--- src/rtl/baud_pkg.sv ---
// ---------------------------------------------------------------------------
// baud_pkg
// Shared definitions for the baud tick generator:
//   - state_e     : run-control states (IDLE, RUN)
//   - CLK_HZ_DEF  : default system clock frequency (25 MHz)
//   - BAUD_DEF    : default bit rate (9600)
//   - calc_div()  : clocks per oversample tick, rounded to nearest
//   - scnt_width(): width of the oversample counter for a given ratio
// ---------------------------------------------------------------------------
package baud_pkg;

  typedef enum logic {
    IDLE = 1'b0,
    RUN  = 1'b1
  } state_e;

  localparam int unsigned CLK_HZ_DEF = 25_000_000;
  localparam int unsigned BAUD_DEF   = 9600;

  // Rounds clk_hz / (baud * os) to the nearest integer. A zero rate returns 0,
  // which the prescaler treats as a divisor of 1.
  function automatic int unsigned calc_div(input int unsigned clk_hz,
                                           input int unsigned baud,
                                           input int unsigned os);
    int unsigned rate;
    rate = baud * os;
    if (rate == 0) begin
      return 0;
    end
    return (clk_hz + rate / 2) / rate;
  endfunction

  // The oversample counter needs ceil(log2(os)) bits but never fewer than one.
  function automatic int unsigned scnt_width(input int unsigned os);
    return (os > 1) ? $clog2(os) : 1;
  endfunction

endpackage

--- src/rtl/baud_prescaler.sv ---
// ---------------------------------------------------------------------------
// baud_prescaler
// Holds the runtime divisor and the clocks-per-os_tick prescaler.
// Ports:
//   clk       : system clock, rising edge
//   reset     : asynchronous active-high reset
//   run_i     : generator is currently in RUN
//   clear_i   : force the prescaler to 0 on the next edge
//   load_i    : capture div_i into the divisor register
//   div_i     : new clocks-per-os_tick value
//   os_tick_o : one-cycle oversample tick
// ---------------------------------------------------------------------------
module baud_prescaler
  import baud_pkg::*;
#(
  parameter int unsigned           DIV_W   = 16,
  parameter logic [DIV_W-1:0]      DEF_DIV = DIV_W'(calc_div(CLK_HZ_DEF, BAUD_DEF, 16))
) (
  input  logic             clk,
  input  logic             reset,
  input  logic             run_i,
  input  logic             clear_i,
  input  logic             load_i,
  input  logic [DIV_W-1:0] div_i,
  output logic             os_tick_o
);

  logic [DIV_W-1:0] div_q, div_d;
  logic [DIV_W-1:0] pcnt_q, pcnt_d;
  logic [DIV_W-1:0] last_cnt;

  // A stored divisor of 0 behaves as 1, so the terminal count is 0 in both
  // cases and the tick fires every cycle.
  always_comb begin
    last_cnt = '0;
    if (div_q != '0) begin
      last_cnt = div_q - DIV_W'(1);
    end
  end

  // Tick is decoded purely from registers so downstream logic sees no
  // combinational path from the control strobes.
  always_comb begin
    os_tick_o = run_i && (pcnt_q == last_cnt);
  end

  // The divisor is replaced whenever a load strobe arrives, in any state.
  always_comb begin
    div_d = div_q;
    if (load_i) begin
      div_d = div_i;
    end
  end

  // Counting restarts from 0 on clear so a reload or realign never produces
  // a truncated or stretched period; otherwise wrap on the terminal count.
  always_comb begin
    pcnt_d = pcnt_q + DIV_W'(1);
    if (clear_i || os_tick_o) begin
      pcnt_d = '0;
    end
  end

  always_ff @(posedge clk or posedge reset) begin
    if (reset) begin
      div_q  <= DEF_DIV;
      pcnt_q <= '0;
    end else begin
      div_q  <= div_d;
      pcnt_q <= pcnt_d;
    end
  end

endmodule

--- src/rtl/baud_tick_gen.sv ---
// ---------------------------------------------------------------------------
// baud_tick_gen
// Oversampling and bit-rate tick source with a runtime-loadable divisor,
// free-running or counted-burst operation, and start/stop/realign control.
// Ports:
//   clk        : system clock, rising edge
//   reset      : asynchronous active-high reset
//   div_i      : new clocks-per-os_tick value, captured on div_load
//   div_load   : one-cycle strobe loading div_i
//   limit_i    : baud_ticks per burst, 0 = free-run, captured on start
//   start      : one-cycle strobe starting or restarting (realigning) a run
//   stop       : one-cycle strobe aborting a run
//   os_tick    : one-cycle oversample tick
//   baud_tick  : one-cycle bit tick, coincident with an os_tick
//   busy       : high while in RUN
//   done       : one-cycle pulse after the final tick of a counted burst
//   baud_count : baud_ticks issued in the current run
// ---------------------------------------------------------------------------
module baud_tick_gen
  import baud_pkg::*;
#(
  parameter int unsigned CLK_HZ  = CLK_HZ_DEF,
  parameter int unsigned BAUD    = BAUD_DEF,
  parameter int unsigned OS      = 16,
  parameter int unsigned DIV_W   = 16,
  parameter int unsigned CNT_W   = 16,
  parameter int unsigned DEF_DIV = calc_div(CLK_HZ, BAUD, OS)
) (
  input  logic             clk,
  input  logic             reset,
  input  logic [DIV_W-1:0] div_i,
  input  logic             div_load,
  input  logic [CNT_W-1:0] limit_i,
  input  logic             start,
  input  logic             stop,
  output logic             os_tick,
  output logic             baud_tick,
  output logic             busy,
  output logic             done,
  output logic [CNT_W-1:0] baud_count
);

  localparam int unsigned       SCNT_W    = scnt_width(OS);
  localparam logic [SCNT_W-1:0] SCNT_LAST = SCNT_W'(OS - 1);

  state_e state_q, state_d;

  logic [SCNT_W-1:0] scnt_q, scnt_d;
  logic [CNT_W-1:0]  cnt_q, cnt_d;
  logic [CNT_W-1:0]  lim_q, lim_d;
  logic              done_q, done_d;

  logic run_q;
  logic restart;
  logic terminal;
  logic finish;
  logic presc_clear;

  // Stop has priority over start, so a simultaneous pair never (re)starts.
  always_comb begin
    run_q    = (state_q == RUN);
    restart  = start && !stop;
    terminal = (lim_q != '0) && ((cnt_q + CNT_W'(1)) == lim_q);
    finish   = run_q && !start && !stop && baud_tick && terminal;
  end

  // The prescaler and oversample counter sit at 0 whenever the next state is
  // IDLE, and restart from 0 on a realign or a divisor reload.
  always_comb begin
    presc_clear = (state_d != RUN) || restart || div_load;
  end

  baud_prescaler #(
    .DIV_W   (DIV_W),
    .DEF_DIV (DIV_W'(DEF_DIV))
  ) u_prescaler (
    .clk       (clk),
    .reset     (reset),
    .run_i     (run_q),
    .clear_i   (presc_clear),
    .load_i    (div_load),
    .div_i     (div_i),
    .os_tick_o (os_tick)
  );

  always_comb begin
    baud_tick = os_tick && (scnt_q == SCNT_LAST);
  end

  // State register.
  always_ff @(posedge clk or posedge reset) begin
    if (reset) begin
      state_q <= IDLE;
    end else begin
      state_q <= state_d;
    end
  end

  // Next-state logic: start realigns an active run and beats the terminal
  // count, so a start on the final tick restarts rather than completes.
  always_comb begin
    state_d = state_q;
    case (state_q)
      IDLE: begin
        if (restart) begin
          state_d = RUN;
        end
      end
      RUN: begin
        if (stop) begin
          state_d = IDLE;
        end else if (start) begin
          state_d = RUN;
        end else if (baud_tick && terminal) begin
          state_d = IDLE;
        end
      end
      default: state_d = IDLE;
    endcase
  end

  // Output logic.
  always_comb begin
    busy       = run_q;
    done       = done_q;
    baud_count = cnt_q;
  end

  // Oversample position within the current bit period.
  always_comb begin
    scnt_d = scnt_q;
    if (presc_clear) begin
      scnt_d = '0;
    end else if (os_tick) begin
      scnt_d = (scnt_q == SCNT_LAST) ? '0 : scnt_q + SCNT_W'(1);
    end
  end

  // The tick count survives the return to IDLE so the final value can be read
  // alongside done; it saturates rather than wrapping in free-run mode.
  always_comb begin
    cnt_d = cnt_q;
    lim_d = lim_q;
    if (restart) begin
      cnt_d = '0;
      lim_d = limit_i;
    end else if (run_q && baud_tick && (cnt_q != '1)) begin
      cnt_d = cnt_q + CNT_W'(1);
    end
  end

  always_comb begin
    done_d = finish;
  end

  always_ff @(posedge clk or posedge reset) begin
    if (reset) begin
      scnt_q <= '0;
      cnt_q  <= '0;
      lim_q  <= '0;
      done_q <= 1'b0;
    end else begin
      scnt_q <= scnt_d;
      cnt_q  <= cnt_d;
      lim_q  <= lim_d;
      done_q <= done_d;
    end
  end

endmodule

--- config.mk ---
export PLATFORM = sky130hd
export DESIGN_NAME = baud_tick_gen
export DESIGN_NICKNAME = d
export VERILOG_FILES = /design/src/rtl/baud_pkg.sv /design/src/rtl/baud_prescaler.sv /design/src/rtl/baud_tick_gen.sv
export SDC_FILE = /design/constraint.sdc
export NUM_CORES = 1
export LEC_CHECK = 0
export BUFFER_PORTS_ARGS = -buffer_cell sky130_fd_sc_hd__buf_2
export CORE_MARGIN = 2
export CORE_UTILIZATION = 25
export DETAILED_ROUTE_END_ITERATION = 16
export GPL_TIMING_DRIVEN = 1
export PLACE_DENSITY = 0.53
export SLEW_MARGIN = 20
export SYNTH_ARGS = -nofsm -noshare
export SYNTH_HDL_FRONTEND = slang
export SYNTH_SLANG_ARGS = --single-unit
export TNS_END_PERCENT = 20
--- constraint.sdc ---
create_clock -name clk -period 9.8 [get_ports clk]
set_clock_uncertainty 0.2 [all_clocks]
set_input_delay 1.47 -clock clk [delete_from_list [all_inputs] [get_ports clk]]
set_output_delay 1.47 -clock clk [all_outputs]
set_load 0.05 [all_outputs]
=== Word-level counts from Yosys, hierarchy flattened ===
Cells that the tools add are included.
Widths: inputs -> output; s select.

* Flip-flop bits (word level): 70
* Output and inout port bits: 20

* $add $sub $neg: 4
* Equality and inequality tests: 4
* Muxes and demuxes: 12
* Bitwise logic cells: 2
* Reduce and logical (&&, ||, !) cells: 20

{| class="wikitable"
|+ Operator list
! kind !! count
|-
| $mux 16 || 4
|-
| $add 16x1->16 const B || 2
|-
| $eq 16x16->1 || 2
|-
| $reduce_bool 16->1 || 2
|-
| $ne 16x16->1 const B || 1
|-
| $sub 16x1->16 const B || 1
|-
| $mux 4 || 3
|-
| $logic_and 1x1->1 || 11
|-
| $add 4x1->4 const B || 1
|-
| $eq 4x4->1 const B || 1
|-
| $mux 1 || 4
|-
| $reduce_bool 2->1 || 2
|-
| $logic_or 1x1->1 || 3
|-
| $logic_not 1->1 || 2
|-
| $not 1->1 || 2
|-
| $pmux 1 s2 || 1
|}

=== Depth between registers and ports, before layout ===
Gate-level depths: netlist of run 1.

* Depth in word-level cells: 15
* Depth in mapped cells: 13
* Gate-level depth less buffers: 10

=== Modules after synthesis ===
From an unflattened synthesis of run 1, not the netlist that was laid out.

* Cell total of the unflattened synthesis: 464
* Area total of the unflattened synthesis: 4510.6 um^2

{| class="wikitable"
|+ Modules (own cells, without submodules)
! module !! times used !! cells each !! area an instance (um^2)
|-
| baud_prescaler || 1 || 241 || 2265.9
|-
| baud_tick_gen || 1 || 223 || 2244.7
|}

=== Least setup slack after synthesis of run 1 ===
OpenSTA, ideal clock, no wires.

* Kind: register -> output
* Start: register u_prescaler.div_q[0]
* End: output port baud_tick
* Arrival time: 3.540 ns
* Required time: 8.130 ns
* Slack: 4.590 ns
* Cell stages (with the launch flop): 12
* Buffers on the path: 1
* Cells stage by stage: dfstp_2 -> inv_1 -> ha_1 -> or3b_2 -> clkbuf_1 -> nor4_2 -> a211oi_1 -> a31oi_1 -> nand4_1 -> or4_4 -> or2_2 -> nor2_1

* Word-level cells in the longest chain between the ends: 5
* Elaborated cells between the ends (all ways): 6
* Those cells by class: add/sub (1); eq/ne (1); mux (1); reduce/logical (3)

{| class="wikitable"
|+ Ends and longest elaborated chain
! element !! line !! RTL
|-
| start, declared || baud_prescaler.sv:28 || <nowiki>logic [DIV_W-1:0] div_q, div_d;</nowiki>
|-
| start signal, assigned || baud_prescaler.sv:69 || <nowiki>div_q <= div_d;</nowiki>
|-
| $sub 16x1->16 or $reduce_bool 16->1 (tied branches) || baud_prescaler.sv:37, baud_prescaler.sv:36 ||
|-
| $mux 16 (*) || baud_prescaler.sv:36 || <nowiki>if (div_q != '0) begin</nowiki>
|-
| $eq 16x16->1 (*) || baud_prescaler.sv:44 || <nowiki>os_tick_o = run_i && (pcnt_q == last_cnt);</nowiki>
|-
| $logic_and 1x1->1 (*) || baud_prescaler.sv:44 ||
|-
| $logic_and 1x1->1 (*) || baud_tick_gen.sv:87 || <nowiki>baud_tick = os_tick && (scnt_q == SCNT_LAST);</nowiki>
|-
| end, declared || baud_tick_gen.sv:37 || <nowiki>output logic baud_tick,</nowiki>
|}

Mark *: on every way between the ends. The rest lies on a longest branch, timed or not.

=== Worst setup path after layout of run 1 ===
Same ends and word-level chain as after synthesis.

==> results.py, run 1 <==
metrics = {
    "outcome": {
        "outcome": "finished, final reports clean",
    },
    "power_and_ir_drop": {
        "p_sw_uw": 185,
        "p_int_uw": 525,
        "p_sw_share_pct": 26.1,
        "ir_drop_v": 0.0000512,
        "clock_power_share_pct": 41.7,
        "p_total_uw": 710,
        "p_leak_nw": 2.20,
        "combPwrFrac_pct": 12.1,
        "p_seq_share_pct": 46.2,
        "power_density_nw_per_um2": 141,
    },
    "timing": {
        "rsz0062_at_grt": "no",
        "drv_slew": 0,
        "min_period_ns": 5.68,
        "final-setup-viol-count": 0,
        "slew-limit-headroom_pct": 31.2,
        "tns_ns": 0,
        "timing.final.crit_share_pct": 57.9,
        "fmax_mhz": 176,
        "setup_slack_ns": 4.12,
        "hold_violations": 0,
        "tightest_slew_ns": 1.03,
    },
    "worst_setup_path": {
        "worst_setup_path_end_kind": "primary output",
        "worstSetupStartpoint": "u_prescaler.div_q[0]$_DFFE_PP1P_",
        "crit_family": "simple AND/OR/NAND/NOR gates",
        "r2r_start": "u_prescaler.div_q[0]$_DFFE_PP1P_",
        "critPathArrivalTime_ns": 4.01,
        "reg2reg_depth": 10,
        "path_class": "reg2out",
        "critPathMaxFanout": 7,
        "slowest_delay_ns": 0.71,
        "path_cells": "inv_1 -> ha_1 -> nor3b_1 -> nand4_1 -> a21oi_1 -> a2111oi_0 -> nand4_1 -> or4_4 -> or2_2 -> nor2_1 -> buf_2",
        "start_kind": "register",
        "crit_path_top_delay_cell": "a2111oi_0",
        "crit_top_cell": "nand4_1",
        "required_ns": 8.13,
        "r2r-end": "baud_count[4]$_DFFE_PP0P_",
        "reg2reg_setup_slack_ns": 5.38,
        "cp_num_buf_inv": 2,
    },
    "layout": {
        "antenna_cells": 0,
        "final_layout_size_suffix_gt1_share_pct": 20.7,
        "final_area_um2": 5050,
        "num-fill-cells": 1790,
        "fin_nets": 567,
        "synthToLayoutAreaGrowth_pct": 17.5,
        "postLayoutCoreUtil_pct": 30.3,
    },
    "global_routing": {
        "grt_max_degree": 71,
        "grt_pass1_wl_um": 18900,
        "grt_util_all_layers_pct": 12.9,
        "overflow": 0,
        "antenna_found_initial": 0,
        "grt_pass1_vias": 3683,
    },
    "job": {
        "cap_violations": 0,
    },
    "clock_tree": {
        "postCtsSetupRepairBufs": 0,
        "cts_max_path_buffers": 2,
        "cts.sinks": 70,
        "cts_max_level": 3,
        "ctsResizeCount": 0,
        "root_buffer": "clkbuf_16",
        "cts_tree": "built",
        "ctsHoldBuffers": 0,
        "path_clk_slew_ns": 0.05,
        "clock_latency_ns": 0.34,
        "cts_buffers": 9,
    },
    "floorplanning": {
        "die_y_um": 135,
        "die_x_um": 135,
        "dieArea_um2": 18300,
        "rows": 47,
        "initial_core_util_pct": 25.7,
        "core-area_um2": 16700,
        "io_pins": 57,
    },
    "detailed_routing": {
        "drt-total-wl_um": 11200,
        "drc_errors": 0,
        "drtIter0Drc": 254,
        "drt-wirelength-per-cell_um": 14.9,
        "ant_nets": 0,
        "first_pass_iters": 4,
        "vias": 3636,
        "via_per_inst": 4.84,
    },
    "hold_path": {
        "holdPathEnd": "u_prescaler.div_q[1]$_DFFE_PP1P_",
        "holdCritPathClass": "reg2reg",
        "hold_depth": 2,
        "min_from": "u_prescaler.div_q[1]$_DFFE_PP1P_",
    },
    "place": {
        "placedInstanceArea_um2": 4790,
        "io_buffers": 56,
        "gp_congestion": 0.849,
        "hpwl_um": 8120,
        "dp_slack_ns": 4.57,
    },
    "synthesis": {
        "synth.top_cells.by_area": "dfrtp_1 (38%), nand2_1 (6.8%), xnor2_1 (6.5%)",
        "synth_area_per_cell_um2": 8.99,
        "ys_seq_area_share_pct": 40.9,
        "yosysWarnings": 0,
        "synth_area_leader_cell": "dfrtp_1",
        "ys_ff_latch": 70,
        "async_reset_ff_share_pct": 100,
        "synth_enable_flop_cells": 0,
        "ys_types": 59,
        "synth_top_area_share_pct": 38.4,
        "ys_top_cells_by_count": "nand2_1 (78), dfrtp_1 (66), nor2_1 (43)",
        "synth.most_common_cell": "nand2_1",
        "netlist_area_um2": 4300,
        "syn_nets": 519,
        "synthCells": 478,
        "ys.flop_type": "dfrtp_1",
    },
}
power by group through the flow:
| stage | combinational (mW) | clock, mW | sequential, mW |
|---|---|---|---|
| after detailed placement | 0.0868 | 0 | 0.333 |
| after global routing | 0.0979 | 0.318 | 0.331 |
| final | 0.0860 | 0.296 | 0.328 |
| after floorplan | 0.0659 | 0 | 0.326 |
| after global placement | 0.0849 | 0 | 0.332 |
| after CTS | 0.0875 | 0.306 | 0.328 |
how the worst max path moves through the flow:
| stage | end | slack (ns) | cells past startpoint |
|---|---|---|---|
| floorplan | baud_tick | 4.59 | 11 |
| global route | baud_tick | 3.97 | 10 |
| CTS | baud_tick | 4.19 | 11 |
| global placement | baud_tick | 4.67 | 10 |
| detailed placement | baud_tick | 4.57 | 11 |
| finish | baud_tick | 4.12 | 11 |
tightest hold or removal path: cells and delay by family (launching register included):
kind,cells,cell delay (ns)
buf+inv,1,0.06
flops,1,0.38
compound gates,1,0.07
logic make-up (layout without fill, tap and decap cells):
| logic type | count (synthesis) | in the layout | share of synthesized area (%) |
|---|---|---|---|
| AOI/OAI and AO/OA | 67 | 67 | 10.9 |
| adders and majority gates | 4 | 4 | 1.16 |
| DFF | 70 | 70 | 40.9 |
| and+or+nand+nor | 226 | 226 | 26.7 |
| muxes | 21 | 21 | 5.30 |
| buffers and inverters | 33 | 86 | 3.09 |
| xor gates and xnor gates | 57 | 57 | 12.0 |
stage by stage:
stage,cells,hold WS [ns]
floorplan,478,0.277
global placement,735,0.304
detailed placement,735,0.317
CTS,751,0.327
global route,751,0.356
finish,751,0.319
state kept, by name (all words and copies together) (netlist names):
signal / flops
baud_count: 16
lim_q: 16
u_prescaler.div_q: 16
u_prescaler.pcnt_q: 16
scnt_q: 4
busy: 1
done: 1
layer usage:
metal / vias to the layer above / track usage (%) / wire length (um)
met5: - / 0 / 0
met4: 0 / 5.03 / 185
met3: 10 / 1.68 / 277
met2: 61 / 20.3 / 5270
met1: 1776 / 18.1 / 5450
li1: 1789 / - / -
cell usage in the layout (no fill, tap or decap), types with 4 or more instances in the layout:
cell type and count:
a21oi_1 17, buf_2 56, xor2_1 24, mux2_2 14
xnor2_1 32, nor2_1 43, nand2b_1 6, nand2_1 78
a31o_2 11, and3_1 14, clkbuf_16 9, nor4_1 13
ha_1 4, nor3_1 11, a211oi_1 4, nand3_1 16
dfrtp_1 66, clkbuf_1 5, inv_1 10, o21ai_0 9
mux2i_1 7, dfstp_2 4, nand4_1 12, or4_1 5
final cells by class:
class / count / area (um^2) / area share [%]
inverter: 11 / 41.3 / 0.817
clock inverter: 1 / 7.51 / 0.149
sequential: 70 / 1760 / 34.8
multi-input combinational: 375 / 2410 / 47.7
tap: 220 / 275 / 5.45
timing repair buffer: 59 / 303 / 5.99
clock buffer: 15 / 258 / 5.10
Note: power is estimated with default switching activity, not from simulation.
==> inputs of run 2 (changes only) <==
==> constraint.sdc (replaced) <==
create_clock -name clk -period 5.9 [get_ports clk]
set_clock_uncertainty 0.2 [all_clocks]
set_input_delay 0.885 -clock clk [delete_from_list [all_inputs] [get_ports clk]]
set_output_delay 0.885 -clock clk [all_outputs]
set_load 0.05 [all_outputs]
==> run 2 against run 1 <==
  * Die area unchanged
  * Sequential power up 66%
  * Core utilization up 0.31 points
  * Flip-flop and latch count unchanged
  * Sequential share of layout area down 0.35 points
  * Routed wire length up 2.0%
  * Worst setup slack worse by 3.3 ns
  * Power up 76%
  * Critical path type unchanged
  * Critical endpoint unchanged
==> results.py, run 2 (same netlist as run 1, synthesis figures left out) <==
metrics = {
    "worst_setup_path": {
        "critPathArrivalTime_ns": 3.97,
        "start_kind": "register",
        "reg2reg_setup_slack_ns": 1.45,
        "r2r-end": "baud_count[4]$_DFFE_PP0P_",
        "r2r_start": "u_prescaler.div_q[0]$_DFFE_PP1P_",
        "critPathMaxFanout": 7,
        "reg2reg_depth": 11,
        "worst_setup_path_end_kind": "primary output",
        "required_ns": 4.82,
        "path_class": "reg2out",
    },
    "detailed_routing": {
        "drc_errors": 0,
        "drt-total-wl_um": 11400,
        "vias": 3724,
        "drtIter0Drc": 182,
        "drt-wirelength-per-cell_um": 15.2,
        "first_pass_iters": 4,
        "ant_nets": 0,
        "via_per_inst": 4.95,
    },
    "layout": {
        "num-fill-cells": 1777,
        "final_cell_mix": "nand2_1 (78), dfrtp_1 (66), buf_2 (56)",
        "synthToLayoutAreaGrowth_pct": 18.7,
        "multiInputGateArea_um2": 2410,
        "antenna_cells": 0,
        "final_area_um2": 5100,
        "final_layout_size_suffix_gt1_share_pct": 21.8,
        "layout_commonest_cell": "nand2_1",
        "ff_latch_area_um2": 1760,
        "fin_nets": 568,
    },
    "clock_tree": {
        "ctsHoldBuffers": 0,
        "cts_max_level": 3,
        "cts.sinks": 70,
        "root_buffer": "clkbuf_16",
        "postCtsSetupRepairBufs": 0,
        "clock_latency_ns": 0.34,
        "path_clk_slew_ns": 0.05,
        "cts_tree": "built",
        "cts_max_path_buffers": 2,
        "ctsResizeCount": 0,
        "cts_buffers": 9,
    },
    "place": {
        "dp_slack_ns": 1.25,
        "hpwl_um": 8210,
        "placedInstanceArea_um2": 4800,
        "gp_congestion": 0.841,
        "io_buffers": 56,
    },
    "power_and_ir_drop": {
        "ir_drop_v": 0.000132,
        "p_sw_uw": 328,
        "combPwrFrac_pct": 11.5,
        "clock_power_share_pct": 45.1,
        "power_density_nw_per_um2": 245,
        "p_int_uw": 925,
        "p_total_mw": 1.25,
        "p_leak_nw": 2.23,
        "p_sw_share_pct": 26.2,
        "p_seq_share_pct": 43.5,
    },
    "global_routing": {
        "grt_max_degree": 71,
        "overflow": 0,
        "antenna_found_initial": 0,
        "grt_util_all_layers_pct": 12.7,
        "grt_pass1_vias": 3716,
        "grt_pass1_wl_um": 18600,
    },
    "job": {
        "cap_violations": 0,
    },
    "hold_path": {
        "holdPathEnd": "u_prescaler.div_q[1]$_DFFE_PP1P_",
        "min_from": "u_prescaler.div_q[1]$_DFFE_PP1P_",
        "holdCritPathClass": "reg2reg",
        "hold_depth": 2,
    },
    "floorplanning": {
        "die_x_um": 135,
        "io_pins": 57,
        "core-area_um2": 16700,
        "die_y_um": 135,
        "rows": 47,
        "initial_core_util_pct": 25.7,
        "dieArea_um2": 18300,
    },
    "outcome": {
        "outcome": "finished, final reports clean",
    },
    "timing": {
        "tightest_slew_ns": 0.907,
        "drv_slew": 0,
        "rsz0062_at_grt": "no",
        "slew-limit-headroom_pct": 39.5,
        "tns_ns": 0,
        "fmax_mhz": 198,
        "setup_slack_ns": 0.847,
        "final-setup-viol-count": 0,
        "min_period_ns": 5.05,
        "hold_violations": 0,
        "timing.final.crit_share_pct": 85.6,
    },
}
run 2: cell type report:
cell class	instances	area share [%]
Clock inverter	5	1.10
Clock buffer	11	4.95
Sequential cell	70	34.4
Timing Repair Buffer	60	6.08
Tap cell	220	5.39
Multi-Input combinational cell	375	47.3
Inverter	11	0.809
run 2: per-stage QoR:
stage	hold slack, ns	utilization (%)	std cells
detailed placement	0.305	28.7	736
finish	0.310	30.6	752
CTS	0.315	30.6	752
floorplan	0.277	-	478
global route	0.342	30.6	752
global placement	0.305	28.7	736
run 2: power by group through the flow:
| stage | Combinational (mW) | Sequential [mW] | Clock, mW |
|---|---|---|---|
| floorplan | 0.109 | 0.541 | 0 |
| global placement | 0.141 | 0.552 | 0 |
| detailed placement | 0.144 | 0.553 | 0 |
| CTS | 0.145 | 0.544 | 0.577 |
| global route | 0.161 | 0.549 | 0.601 |
| finish | 0.144 | 0.544 | 0.564 |
run 2: how the worst max path moves through the flow:
stage	startpoint	to	slack (ns)	depth (start not counted)
finish	u_prescaler.div_q[0]$_DFFE_PP1P_	baud_tick	0.85	11
global route	u_prescaler.div_q[0]$_DFFE_PP1P_	baud_tick	0.72	10
floorplan	u_prescaler.div_q[0]$_DFFE_PP1P_	baud_tick	1.28	11
CTS	u_prescaler.div_q[0]$_DFFE_PP1P_	baud_tick	0.87	11
global placement	u_prescaler.div_q[0]$_DFFE_PP1P_	baud_tick	1.37	10
detailed placement	u_prescaler.div_q[0]$_DFFE_PP1P_	baud_tick	1.25	11
run 2: worst max-delay path, stage by stage, from the launching register on:
cell	delay (ns)
dfstp_2	0.57
inv_1	0.06
ha_1	0.23
nor3b_1	0.22
nand4_1	0.26
a21oi_1	0.07
a2111oi_0	0.70
nand4_1	0.19
or4_4	0.61
or2_2	0.36
nor2_1	0.09
buf_2	0.28
run 2: per-layer routing:
layer	track usage, %	share of wire (%)	vias to the layer above
met5	0	0	-
met4	5.09	2.3	0
met3	2.24	2.2	18
met2	20.7	47	62
met1	16.9	49	1846
li1	-	-	1798
==> inputs of run 3 (changes only) <==
--- a/config.mk
+++ b/config.mk
@@ -6,10 +6,9 @@
 export NUM_CORES = 1
 export LEC_CHECK = 0
 export BUFFER_PORTS_ARGS = -buffer_cell sky130_fd_sc_hd__buf_2
-export CORE_MARGIN = 2
 export CORE_UTILIZATION = 25
 export DETAILED_ROUTE_END_ITERATION = 16
-export GPL_TIMING_DRIVEN = 1
+export GPL_TIMING_DRIVEN = 0
 export PLACE_DENSITY = 0.53
 export SLEW_MARGIN = 20
 export SYNTH_ARGS = -nofsm -noshare
==> constraint.sdc (replaced) <==
create_clock -name clk -period 5.9 [get_ports clk]
set_clock_uncertainty 0.2 [all_clocks]
set_input_delay 1.18 -clock clk [delete_from_list [all_inputs] [get_ports clk]]
set_output_delay 1.18 -clock clk [all_outputs]
set_load 0.05 [all_outputs]
==> run 3 against run 2 <==
  * Design area up 0.98%
  * Via count increased by 0.97%
  * Routed wire length fell by 0.59%
  * Critical path depth shrank 1
  * Fmax is 7.7% lower
  * Power shrank 4.5%
  * Core utilization rose by 0.30 points
  * Sequential share of layout area fell by 0.33 points
  * Combinational power rose by 4%
  * Register-to-register slack better by 0.29 ns
  * First-iteration DRC count shrank 0.55%
  * Worst setup slack worse by 0.42 ns
  * Critical path type unchanged
  * Critical endpoint unchanged
  * Largest power group is now registers
==> results.py, run 3 (same netlist as run 1, synthesis figures left out) <==
metrics = {
    "detailed_routing": {
        "via_per_inst": 4.90,
        "drc_errors": 0,
        "first_pass_iters": 4,
        "drt-total-wl_um": 11300,
        "ant_nets": 0,
        "drtIter0Drc": 181,
        "vias": 3760,
        "drt-wirelength-per-cell_um": 14.8,
    },
    "clock_tree": {
        "cts.sinks": 70,
        "path_clk_slew_ns": 0.05,
        "cts_max_level": 3,
        "clock_latency_ns": 0.33,
        "root_buffer": "clkbuf_16",
        "ctsHoldBuffers": 0,
        "cts_tree": "built",
        "ctsResizeCount": 0,
        "postCtsSetupRepairBufs": 0,
        "cts_buffers": 9,
        "cts_max_path_buffers": 2,
    },
    "place": {
        "io_buffers": 55,
        "gp_congestion": 0.837,
        "hpwl_um": 8600,
        "placedInstanceArea_um2": 4880,
        "placedCellCount": 754,
    },
    "global_routing": {
        "grt_pass1_vias": 3760,
        "grt_pass1_wl_um": 19100,
        "grt_max_degree": 57,
        "antenna_found_initial": 0,
        "grt_util_all_layers_pct": 13.6,
        "overflow": 0,
    },
    "layout": {
        "fin_nets": 586,
        "final_area_um2": 5150,
        "multiInputGateArea_um2": 2410,
        "final_layout_size_suffix_gt1_share_pct": 21.0,
        "final_cell_mix": "nand2_1 (78), dfrtp_1 (66), buf_2 (61)",
        "antenna_cells": 0,
        "ff_latch_area_um2": 1760,
        "layout_commonest_cell": "nand2_1",
        "layout.cells.non_filler": 768,
        "synthToLayoutAreaGrowth_pct": 19.9,
        "num-fill-cells": 1757,
    },
    "timing": {
        "hold_violations": 0,
        "tns_ns": 0,
        "fmax_mhz": 183,
        "slew-limit-headroom_pct": 39.4,
        "final-setup-viol-count": 0,
        "tightest_slew_ns": 0.908,
        "drv_slew": 0,
        "hold_ws_ns": 0.315,
        "rsz0062_at_grt": "no",
        "timing.final.crit_share_pct": 92.8,
        "min_period_ns": 5.47,
    },
    "power_and_ir_drop": {
        "p_total_mw": 1.20,
        "ir_drop_v": 0.0000987,
        "power_density_nw_per_um2": 232,
        "p_leak_nw": 2.25,
    },
    "floorplanning": {
        "die_x_um": 133,
        "die_y_um": 133,
        "io_pins": 57,
        "core-area_um2": 16700,
        "initial_core_util_pct": 25.7,
        "rows": 47,
        "dieArea_um2": 17700,
    },
    "worst_setup_path": {
        "critPathArrivalTime_ns": 4.09,
        "start_kind": "register",
        "worst_setup_path_end_kind": "primary output",
        "required_ns": 4.52,
        "slowest_delay_ns": 0.76,
        "critPathMaxFanout": 7,
        "path_class": "reg2out",
        "path_cells": "inv_1 -> ha_1 -> nor3b_1 -> nand4_1 -> a211o_1 -> a21o_1 -> or4_4 -> or2_2 -> nor2_1 -> buf_2",
        "crit_path_top_delay_cell": "nor3b_1",
    },
    "job": {
        "cap_violations": 0,
    },
    "outcome": {
        "outcome": "finished, final reports clean",
    },
    "hold_path": {
        "holdCritPathClass": "reg2reg",
    },
}
-- run 3: cell count changes in the layout (fill, tap and decap cells not counted), moves of 2 or more --
cell,delta
buf_1,+2
buf_2,+5
buf_4,-4
clkbuf_1,+14
-- run 3: routing by layer --
layer	wire length, um	vias to the layer above	GRT usage, %
met5	0	-	0
met4	280	0	6.25
met3	364	18	2.28
met2	5190	80	20.8
met1	5500	1834	18.7
li1	-	1828	-
-- run 3: critical path: cells and delay by family (launching register included) --
| kind | cells | cell delay, ns |
|---|---|---|
| AO/OA/AOI/OAI | 2 | 0.58 |
| adder cells (fa/ha/maj) | 1 | 0.19 |
| buffers and inverters | 2 | 0.35 |
| flip-flops | 1 | 0.39 |
| AND/OR/NAND/NOR | 5 | 2.25 |
-- run 3: layout make-up --
| type | count | area share, % |
|---|---|---|
| clock buffer | 13 | 5.24 |
| inverter | 11 | 0.850 |
| multi-input combinational | 375 | 46.7 |
| sequential | 70 | 34.1 |
| timing repair buffer | 56 | 5.87 |
| tap | 220 | 5.34 |
| buffer | 22 | 1.77 |
| clock inverter | 1 | 0.0971 |
-- run 3: worst paths after layout --
| check | slack [ns] | from | end | depth (start not counted) |
|---|---|---|---|---|
| min in group asynchronous | 0.57 | reset | u_prescaler.div_q[9]$_DFFE_PP0P_ | 2 |
| max in group asynchronous | 4.36 | reset | u_prescaler.div_q[0]$_DFFE_PP1P_ | 3 |
| setup / recovery | 0.43 | u_prescaler.div_q[0]$_DFFE_PP1P_ | baud_tick | 10 |
| hold / removal | 0.32 | u_prescaler.div_q[1]$_DFFE_PP1P_ | u_prescaler.div_q[1]$_DFFE_PP1P_ | 2 |
| setup reg to reg | 1.74 | u_prescaler.div_q[0]$_DFFE_PP1P_ | baud_count[15]$_DFFE_PP0P_ | 13 |
| hold reg to reg | 0.32 | u_prescaler.div_q[1]$_DFFE_PP1P_ | u_prescaler.div_q[1]$_DFFE_PP1P_ | 2 |
-- run 3: power breakdown --
group | leakage (nW) | switching [mW] | internal (mW)
Combinational | 1.21 | 0.0810 | 0.0695
Clock | 0.138 | 0.190 | 0.313
Sequential | 0.909 | 0.0333 | 0.508
Total | 2.25 | 0.304 | 0.891
-- run 3: stage by stage --
step	utilization (%)	setup WS, ns
after global routing	30.9	0.181
after CTS	30.9	0.441
final	30.9	0.428
after detailed placement	29.2	0.821
after global placement	29.0	0.860
after floorplan	-	0.980
